`config.mk`:
```
export PLATFORM = sky130hd
export DESIGN_NAME = cdir_scan_controller
export DESIGN_NICKNAME = d
export VERILOG_FILES = /design/src/rtl/cdir_scan_controller.sv
export SDC_FILE = /design/constraint.sdc
export NUM_CORES = 1
export LEC_CHECK = 0
export CAP_MARGIN = 10
export CORE_MARGIN = 1
export CORE_UTILIZATION = 35
export CTS_BUF_LIST = sky130_fd_sc_hd__clkbuf_8
export CTS_CLUSTER_DIAMETER = 100
export DETAILED_ROUTE_END_ITERATION = 7
export PLACE_DENSITY = 0.54
export SLEW_MARGIN = 0
export SYNTH_ARGS = -nofsm -noshare
export SYNTH_HDL_FRONTEND = slang
export SYNTH_SLANG_ARGS = --single-unit
```
`constraint.sdc`:
```
create_clock -name clk -period 7.5 [get_ports clk]
set_input_delay 1.5 -clock clk [delete_from_list [all_inputs] [get_ports clk]]
set_output_delay 1.5 -clock clk [all_outputs]
set_load 0.1 [all_outputs]
```
`src/rtl/cdir_scan_controller.sv`:
```
// Scan sequencer for sn_cdir_decoder: measures every RO pair in turn, stores the
// per-pair aging delta, tracks max/sum and flags a recycled device at the end.
module cdir_scan_controller #(
   parameter int NO_CDIR      = 8,
   parameter int MUX_SEL_SIZE = 3,
   parameter int RST_CYCLES   = 4,
   parameter int TIMEOUT      = 1023
) (
   input  logic                      clk,
   input  logic                      rst_n,
   input  logic                      start,
   input  logic                      abort,
   input  logic [31:0]               threshold,
   output logic [1:0]                mode,
   output logic [MUX_SEL_SIZE-1:0]   r_mux_sel,
   output logic [MUX_SEL_SIZE-1:0]   s_mux_sel,
   input  logic [31:0]               r_freq,
   input  logic [31:0]               s_freq,
   input  logic                      ro_valid,
   output logic                      busy,
   output logic                      done,
   output logic                      recycled,
   output logic [31:0]               diff_max,
   output logic [32+MUX_SEL_SIZE-1:0] diff_sum,
   output logic [NO_CDIR-1:0]        neg_mask,
   output logic [NO_CDIR-1:0]        tmo_mask,
   input  logic [MUX_SEL_SIZE-1:0]   rd_idx,
   output logic [31:0]               rd_diff
);

   localparam int CW = $clog2(TIMEOUT + RST_CYCLES + 1);

   typedef enum logic [2:0] {
      S_IDLE = 3'd0,
      S_RST  = 3'd1,
      S_MEAS = 3'd2,
      S_CAPT = 3'd3,
      S_DONE = 3'd4
   } state_t;

   state_t                  state, next_state;
   logic [CW-1:0]           cnt;
   logic [MUX_SEL_SIZE-1:0] idx;
   logic [31:0]             thr_lat;
   logic [31:0]             r_cap, s_cap;
   logic                    tmo_cap;
   logic [31:0]             deltas [NO_CDIR];

   logic                    start_ok, rst_last, meas_hit, meas_tmo, last_idx;
   logic                    neg_now;
   logic [31:0]             delta_now, max_now;

   // Delta is clamped at zero for a timed-out or inverted pair.
   function automatic logic [31:0] calc_delta(input logic [31:0] r, input logic [31:0] s,
                                              input logic tmo);
      if (tmo || (s > r)) begin
         return 32'd0;
      end else begin
         return r - s;
      end
   endfunction

   assign start_ok  = start && !abort;
   assign rst_last  = (cnt == CW'(RST_CYCLES - 1));
   assign meas_hit  = (cnt != '0) && ro_valid;
   assign meas_tmo  = (cnt == CW'(TIMEOUT - 1));
   assign last_idx  = (idx == MUX_SEL_SIZE'(NO_CDIR - 1));
   assign delta_now = calc_delta(r_cap, s_cap, tmo_cap);
   assign neg_now   = !tmo_cap && (s_cap > r_cap);
   assign max_now   = (delta_now > diff_max) ? delta_now : diff_max;
   assign rd_diff   = deltas[rd_idx];

   always_ff @(posedge clk) begin
      if (!rst_n) begin
         state <= S_IDLE;
      end else begin
         state <= next_state;
      end
   end

   always_comb begin
      next_state = state;
      if (abort && (state != S_IDLE)) begin
         next_state = S_IDLE;
      end else begin
         case (state)
            S_IDLE:  next_state = start_ok ? S_RST : S_IDLE;
            S_RST:   next_state = rst_last ? S_MEAS : S_RST;
            S_MEAS:  next_state = (meas_hit || meas_tmo) ? S_CAPT : S_MEAS;
            S_CAPT:  next_state = last_idx ? S_DONE : S_RST;
            S_DONE:  next_state = S_IDLE;
            default: next_state = S_IDLE;
         endcase
      end
   end

   always_comb begin
      mode = 2'b01;
      busy = 1'b0;
      done = 1'b0;
      case (state)
         S_IDLE:  mode = 2'b01;
         S_RST:   begin mode = 2'b00; busy = 1'b1; end
         S_MEAS:  begin mode = 2'b10; busy = 1'b1; end
         S_CAPT:  begin mode = 2'b10; busy = 1'b1; end
         S_DONE:  begin mode = 2'b01; done = 1'b1; end
         default: mode = 2'b01;
      endcase
      r_mux_sel = (state == S_IDLE) ? '0 : idx;
      s_mux_sel = r_mux_sel;
   end

   always_ff @(posedge clk) begin
      if (!rst_n) begin
         cnt      <= '0;
         idx      <= '0;
         thr_lat  <= 32'd0;
         r_cap    <= 32'd0;
         s_cap    <= 32'd0;
         tmo_cap  <= 1'b0;
         recycled <= 1'b0;
         diff_max <= 32'd0;
         diff_sum <= '0;
         neg_mask <= '0;
         tmo_mask <= '0;
         for (int i = 0; i < NO_CDIR; i++) begin
            deltas[i] <= 32'd0;
         end
      end else begin
         // Counter restarts on every state change so RST and MEAS each count from zero.
         if ((state == S_IDLE) || (state != next_state)) begin
            cnt <= '0;
         end else begin
            cnt <= cnt + CW'(1);
         end
         if ((state == S_IDLE) && start_ok) begin
            thr_lat  <= threshold;
            idx      <= '0;
            recycled <= 1'b0;
            diff_max <= 32'd0;
            diff_sum <= '0;
            neg_mask <= '0;
            tmo_mask <= '0;
         end
         if ((state == S_MEAS) && (next_state == S_CAPT)) begin
            r_cap   <= r_freq;
            s_cap   <= s_freq;
            tmo_cap <= !meas_hit;
         end
         if ((state == S_CAPT) && !abort) begin
            deltas[idx]   <= delta_now;
            diff_max      <= max_now;
            diff_sum      <= diff_sum + {{MUX_SEL_SIZE{1'b0}}, delta_now};
            neg_mask[idx] <= neg_now;
            tmo_mask[idx] <= tmo_cap;
            if (last_idx) begin
               recycled <= (max_now > thr_lat);
            end else begin
               idx <= idx + MUX_SEL_SIZE'(1);
            end
         end
      end
   end

endmodule

```
# [Word level (Yosys, flattened, before mapping)]
# Memories as Yosys holds them, arrays and structs flattened.
# Index checks and enable logic that the tools add are counted.
[classes] n_mul=0 div=0 mux=39 bitwise=1 n_shift=0 eq_ne=9 n_reduce_logical=22 n_addsub=4 n_lt_le_gt_ge=5
[op_table] operator="two-way mux 32 bit" n=5
[op_table] operator="> comparator 32 bit" n=3
[op_table] operator="two-way mux 35 bit" n=2
[op_table] operator="two-way mux 8 bit" n=6
[op_table] operator="adder 35 x 32 -> 35 bit" n=1
[op_table] operator="OR reduction 32 bit" n=1
[op_table] operator="subtractor 32 bit" n=1
[op_table] operator="two-way mux 3 bit" n=7
[op_table] operator="bitwise mux 8 bit" n=2
[op_table] operator="two-way mux 1 bit" n=13
[op_table] operator="one-hot mux 3 bit (4 select lines)" n=1
[op_table] operator="adder 11 x 1 -> 11 bit (second input constant)" n=1
[op_table] operator="equality test 11 x 10 -> 1 bit (second input constant)" n=1
[op_table] operator="equality test 11 x 2 -> 1 bit (second input constant)" n=1
[op_table] operator="nonzero test 11 bit" n=1
[op_table] operator="equality test 3 x 2 -> 1 bit (second input constant)" n=3
[op_table] operator="logical AND 1 bit" n=8
[op_table] operator="equality test 3 bit (second input constant)" n=2
[op_table] operator="less-than comparator 3 x 4 -> 1 bit (second input constant)" n=1
[op_table] operator="one-hot mux 2 bit (2 select lines)" n=1
[op_table] operator="OR reduction 2 bit" n=2
[op_table] operator="adder 3 x 1 -> 3 bit (second input constant)" n=1
[op_table] operator="demux 1 bit (select 3 bit)" n=1
[op_table] operator="equality test 3 x 1 -> 1 bit (second input constant)" n=1
[op_table] operator="other kinds (10)" n=14
[word_totals] ram_bits=256 ff_bits=198 memories=1 mem_bits_ro=0 latch_bits=0 in_bits=104 output_inout_bits=126 wordCells=93
[mem_list] memory="deltas" words=8 word_bits=32 read_ports=1 rd_ports_with_merged_regs=0 wr=8 line="47" text="logic [31:0] deltas [NO_CDIR];"

# [Logic depth before layout (Yosys ltp)]
[depth] word_depth=9 mapped_depth=38 mapped_depth_nobuf=35

# [Least setup slack after synthesis]
# Ideal clock, no wire load.
[synth_path] kind="reg2reg" startpoint="reg s_cap[14]" endpoint="reg recycled" n_path_buf=2 setup_slack_ns=0.954 stages_incl_launch_ff=36 arrival_time_ns=6.421 required_ns=7.375 setup_time_ns=0.125 synth_period_minus_slack_ns=6.546 cell_sequence="dfxtp_1 > inv_1 > ha_1 > a21o_1 > a21o_1 > a21o_1 > a211oi_1 > nor2_1 > o41a_1 > o21ai_0 > a31o_2 > mux2i_2 > inv_1 > ha_1 > a21o_1 > a21o_1 > a21oi_1 > o21ai_0 > or3_1 > a211oi_1 > nor3_4 > buf_6 > buf_2 > nand2_1 > o21ai_0 > ha_1 > nor2b_1 > o21a_1 > o21a_1 > o21a_1 > o21a_1 > o21ai_0 > nand2b_1 > a21oi_1 > o32a_1 > a31oi_1"
[synth_between] elab_chain_len=8 word_cells_on_any_way=9 classes_between="add/sub: 1; order compare: 3; mux: 4; reduce/logical: 1"
[synth_rtl] item="from (decl)" line="45" text="logic [31:0] r_cap, s_cap;"
[synth_rtl] item="from (signal assigned)" line="147" text="s_cap <= s_freq;"
[synth_rtl] item="> comparator 32 bit" line="56" text="if (tmo || (s > r)) begin"
[synth_rtl] item="logical OR 1 bit" line="56"
[synth_rtl] item="two-way mux 32 bit *" line="56"
[synth_rtl] item="via delta_now[25]" line="51" text="logic [31:0] delta_now, max_now;"
[synth_rtl] item="> comparator 32 bit" line="70" text="assign max_now = (delta_now > diff_max) ? delta_now : diff_max;"
[synth_rtl] item="two-way mux 32 bit *" line="70"
[synth_rtl] item="> comparator 32 bit *" line="157" text="recycled <= (max_now > thr_lat);"
[synth_rtl] item="two-way mux 1 bit *" line="156" text="if (last_idx) begin"
[synth_rtl] item="two-way mux 1 bit *" line="150" text="if ((state == S_CAPT) && !abort) begin"
[synth_rtl] item="to (signal assigned)" line="157"
[synth_rtl] item="to (decl)" line="22" text="output logic recycled,"
# The timed path passes the listed nets; every way through them passes the cells marked *.
# A chain may end at the register's enable or synchronous reset.

# [Worst setup path after layout]
[layout_path] startpoint="reg r_cap[0]" endpoint="reg recycled"
[layout_between] elab_chain_len=8 word_cells_on_any_way=9 classes_between="add/sub: 1; order compare: 3; mux: 4; reduce/logical: 1"
[layout_rtl] item="from (decl)" line="45"
[layout_rtl] item="from (signal assigned)" line="146" text="r_cap <= r_freq;"
[layout_rtl] item="> comparator 32 bit" line="56"
[layout_rtl] item="logical OR 1 bit" line="56"
[layout_rtl] item="two-way mux 32 bit *" line="56"
[layout_rtl] item="via delta_now[25]" line="51"
[layout_rtl] item="> comparator 32 bit" line="70"
[layout_rtl] item="two-way mux 32 bit *" line="70"
[layout_rtl] item="> comparator 32 bit *" line="157"
[layout_rtl] item="two-way mux 1 bit *" line="156"
[layout_rtl] item="two-way mux 1 bit *" line="150"
# Marks and branches as above.

==> summary.txt <==
Commonest cells in the netlist: nor2_1, nand2_1, edfxtp_1
CTS buffer count: 80
Mean Syn Cell Area: 9.96 um2
Warnings, synthesis: 0
Hpwl dp: 55,700 um
Clock sinks: 454
Hold Slack: 454 ps
Compound-Gate Fraction of Synth Area: 0.138
CP Capture Type: register
P_leak: 10.7 nW
Drc violations: 0
Synth Instances: 2,406
Vias: 19,000
Number of iterations in the first detailed-routing pass: 5
CTS max path bufs: 3
Status: finished, final reports clean
Top-count cell post-synth: nor2_1
Tcrit/Tclk final: 0.936
Largest net degree at the start of global routing: 87
Top-area cell type share of the netlist area: 0.321
Critical path's largest stage delay: 420 ps
Chip width: 264 um
Syn Nets: 2,643
Synth Register Bits: 454
Synth area leaders: edfxtp_1, dfxtp_1, ha_1
XOR/XNOR share of the synthesized area: 0.0216
Crit path launch type: register
Setup_tns: 0 ps
Worst-Skew Late Latency: 680 ps
Synth Area in Adders: 0.0705
Initial Utilization: 0.355
Max-Cap Viols: 0
Simple-gate share of the synthesized area: 0.154
Pre-CTS WS: 60.0 ps
Die Ht: 264 um
Worst EP arrival: 7570 ps
Sequential Area: 11,700 um2
Avg WL per Cell: 22.3 um
Pwr Density: 185 nW/um2
Rows: 95
Gpl congestion: 0.904
Root Driver: clkbuf_8
Slew Viols, Final: 0
Vias in the first global route: 19,300
Tightest Pin Transition: 1190 ps
Largest family of logic cells by synthesized area: simple AND/OR/NAND/NOR gates
Ys async rst share: 0
Area of the die: 69,500 um2
H-tree depth: 3
Top FF cell, synth: edfxtp_1
Share of cells above drive strength 1: 0.124
Crit-path max FO: 7
Core ar.: 67,500 um2
Gr usage total: 0.228
I/O Buffers: 229
WP data required: 8050 ps
Initial antenna violation count: 2
Post-synth cell types: 76
Drt first-iter violations: 1,425
Final antenna-violating net count: 0
Tmin final: 7020 ps
Post-synth EDFFs: 256
Final Hold Fails: 0
Sequential area share after synthesis: 0.486
Area of the multi-input gates: 11,300 um2
Endpoints failing setup: 0
CTS tree: done
Max Clock Skew: 31.2 ps
HP Class: register to register
Area growth syn-to-layout: 20.0%
Nets: 2,863
Fmax: 142 MHz
Reg clk slew, reported paths: 60 ps
Mux share of post-synthesis cell area: 0.0813
VDD IR max: 0.0940 mV
WS Path Type: register to register
First-pass GRT wire length: 120,000 um
Fillers: 6,532
IO Pins: 230
RSZ-0062 raised after global routing: false
Slowest CP cell: fa_1
CP most frequent cell: a21o_1
Slew headroom: 0.205
Vias per cell: 5.35
Cell taking the most area after synthesis: edfxtp_1
Gr ovfl total: 0
WL final: 79,400 um
Worst setup margin: 479 ps
Cell Area, Synth: 24,000 um2
-- sequential cells by signal, indices dropped and copies added, names as in the netlist --
register and flops:
cnt 11, deltas 256, diff_max 32, diff_sum 35
idx 3, neg_mask 8, r_cap 32, recycled 1
s_cap 32, state 3, thr_lat 32, tmo_cap 1
tmo_mask 8
-- stage by stage --
step                area [um2]  std cells  total power [W]   util
global placement         27300       3411          0.00330  0.404
CTS                      28700       3550          0.00539  0.424
global route             28800       3557          0.00551  0.426
finish                   28800       3557          0.00532  0.426
floorplan                24000       2406          0.00312      -
detailed placement       27300       3411          0.00330  0.404
-- report_power, final --
| group | total [W] | switching [W] | internal [W] |
|---|---|---|---|
| Sequential | 0.00272 | 0.0000220 | 0.00270 |
| Clock | 0.00208 | 0.00105 | 0.00103 |
| Combinational | 0.000522 | 0.000340 | 0.000182 |
| Total | 0.00532 | 0.00141 | 0.00391 |
-- cell families after synthesis --
logic type      count (synthesis)
compound gates                491
flops                         454
simple gates                  860
xor+xnor                       59
buf+inv                       298
mux                           110
fa+ha+maj                     134
-- cell usage in the layout (no fill, tap or decap), drive strengths merged, types with 11 or more instances in the layout --
cell,synthesis,routed
clkdlybuf4s50,0,226
nand3,48,48
nand4,30,30
inv,146,181
xnor2,33,33
a21oi,183,183
or2,12,12
o21bai,13,13
edfxtp,256,256
clkinv,0,19
ha,131,131
a2bb2o,12,12
and3,12,12
dfxtp,198,198
a22o,35,35
o21ai,92,92
buf,30,63
nor2b,20,20
mux2i,14,14
nand2b,18,18
xor2,26,26
o21a,14,14
a21o,57,57
mux2,32,32
nand2,318,318
clkbuf,122,83
mux4,64,64
or3,11,11
a211oi,17,17
nor2,342,342
nor3,23,24
-- routing by layer --
| layer | up-vias | GRT usage | part of all wire |
|---|---|---|---|
| li1 | 8965 | - | - |
| met1 | 9332 | 0.299 | 0.44 |
| met2 | 604 | 0.383 | 0.47 |
| met3 | 113 | 0.0378 | 0.061 |
| met4 | 2 | 0.0699 | 0.024 |
| met5 | - | 0 | 0.00016 |
-- worst max-delay path: cells and delay by family, from the launching register on --
| family | cells | cell delay [ps] |
|---|---|---|
| adders and majority gates | 4 | 1160 |
| and+or+nand+nor | 8 | 1250 |
| buffers and inverters | 6 | 790 |
| DFF | 1 | 310 |
| muxes | 1 | 280 |
| AOI/OAI and AO/OA | 16 | 3110 |
-- worst paths after layout --
| path | startpoint | end | slack, ps | cells past startpoint |
|---|---|---|---|---|
| worst max-delay path | r_cap[0]$_SDFFE_PN0P_ | recycled$_SDFF_PN0_ | 480 | 35 |
| worst min-delay path | s_cap[25]$_SDFFE_PN0P_ | s_cap[25]$_SDFFE_PN0P_ | 450 | 2 |
| worst max register to register | r_cap[0]$_SDFFE_PN0P_ | recycled$_SDFF_PN0_ | 480 | 35 |
| worst min register to register | s_cap[25]$_SDFFE_PN0P_ | s_cap[25]$_SDFFE_PN0P_ | 450 | 2 |
-- cell type report --
type	count	area share
diodes	1	0.0000870
inverters	146	0.0191
multi-input cells	1655	0.393
well taps	873	0.0380
repair buffers	289	0.0958
clock inverters	56	0.00879
flip-flops and latches	454	0.405
clock buffers	83	0.0397
-- what timing repair did --
| action | 4_1_cts | 5_1_grt |
|---|---|---|
| setup buffers | 0 | 4 |
| endpoints found under the setup margin | 0 | 1 |
| hold buffers | 0 | 0 |
| gates resized for setup | 0 | 13 |
No activity file was read; power rests on OpenSTA's default activity.
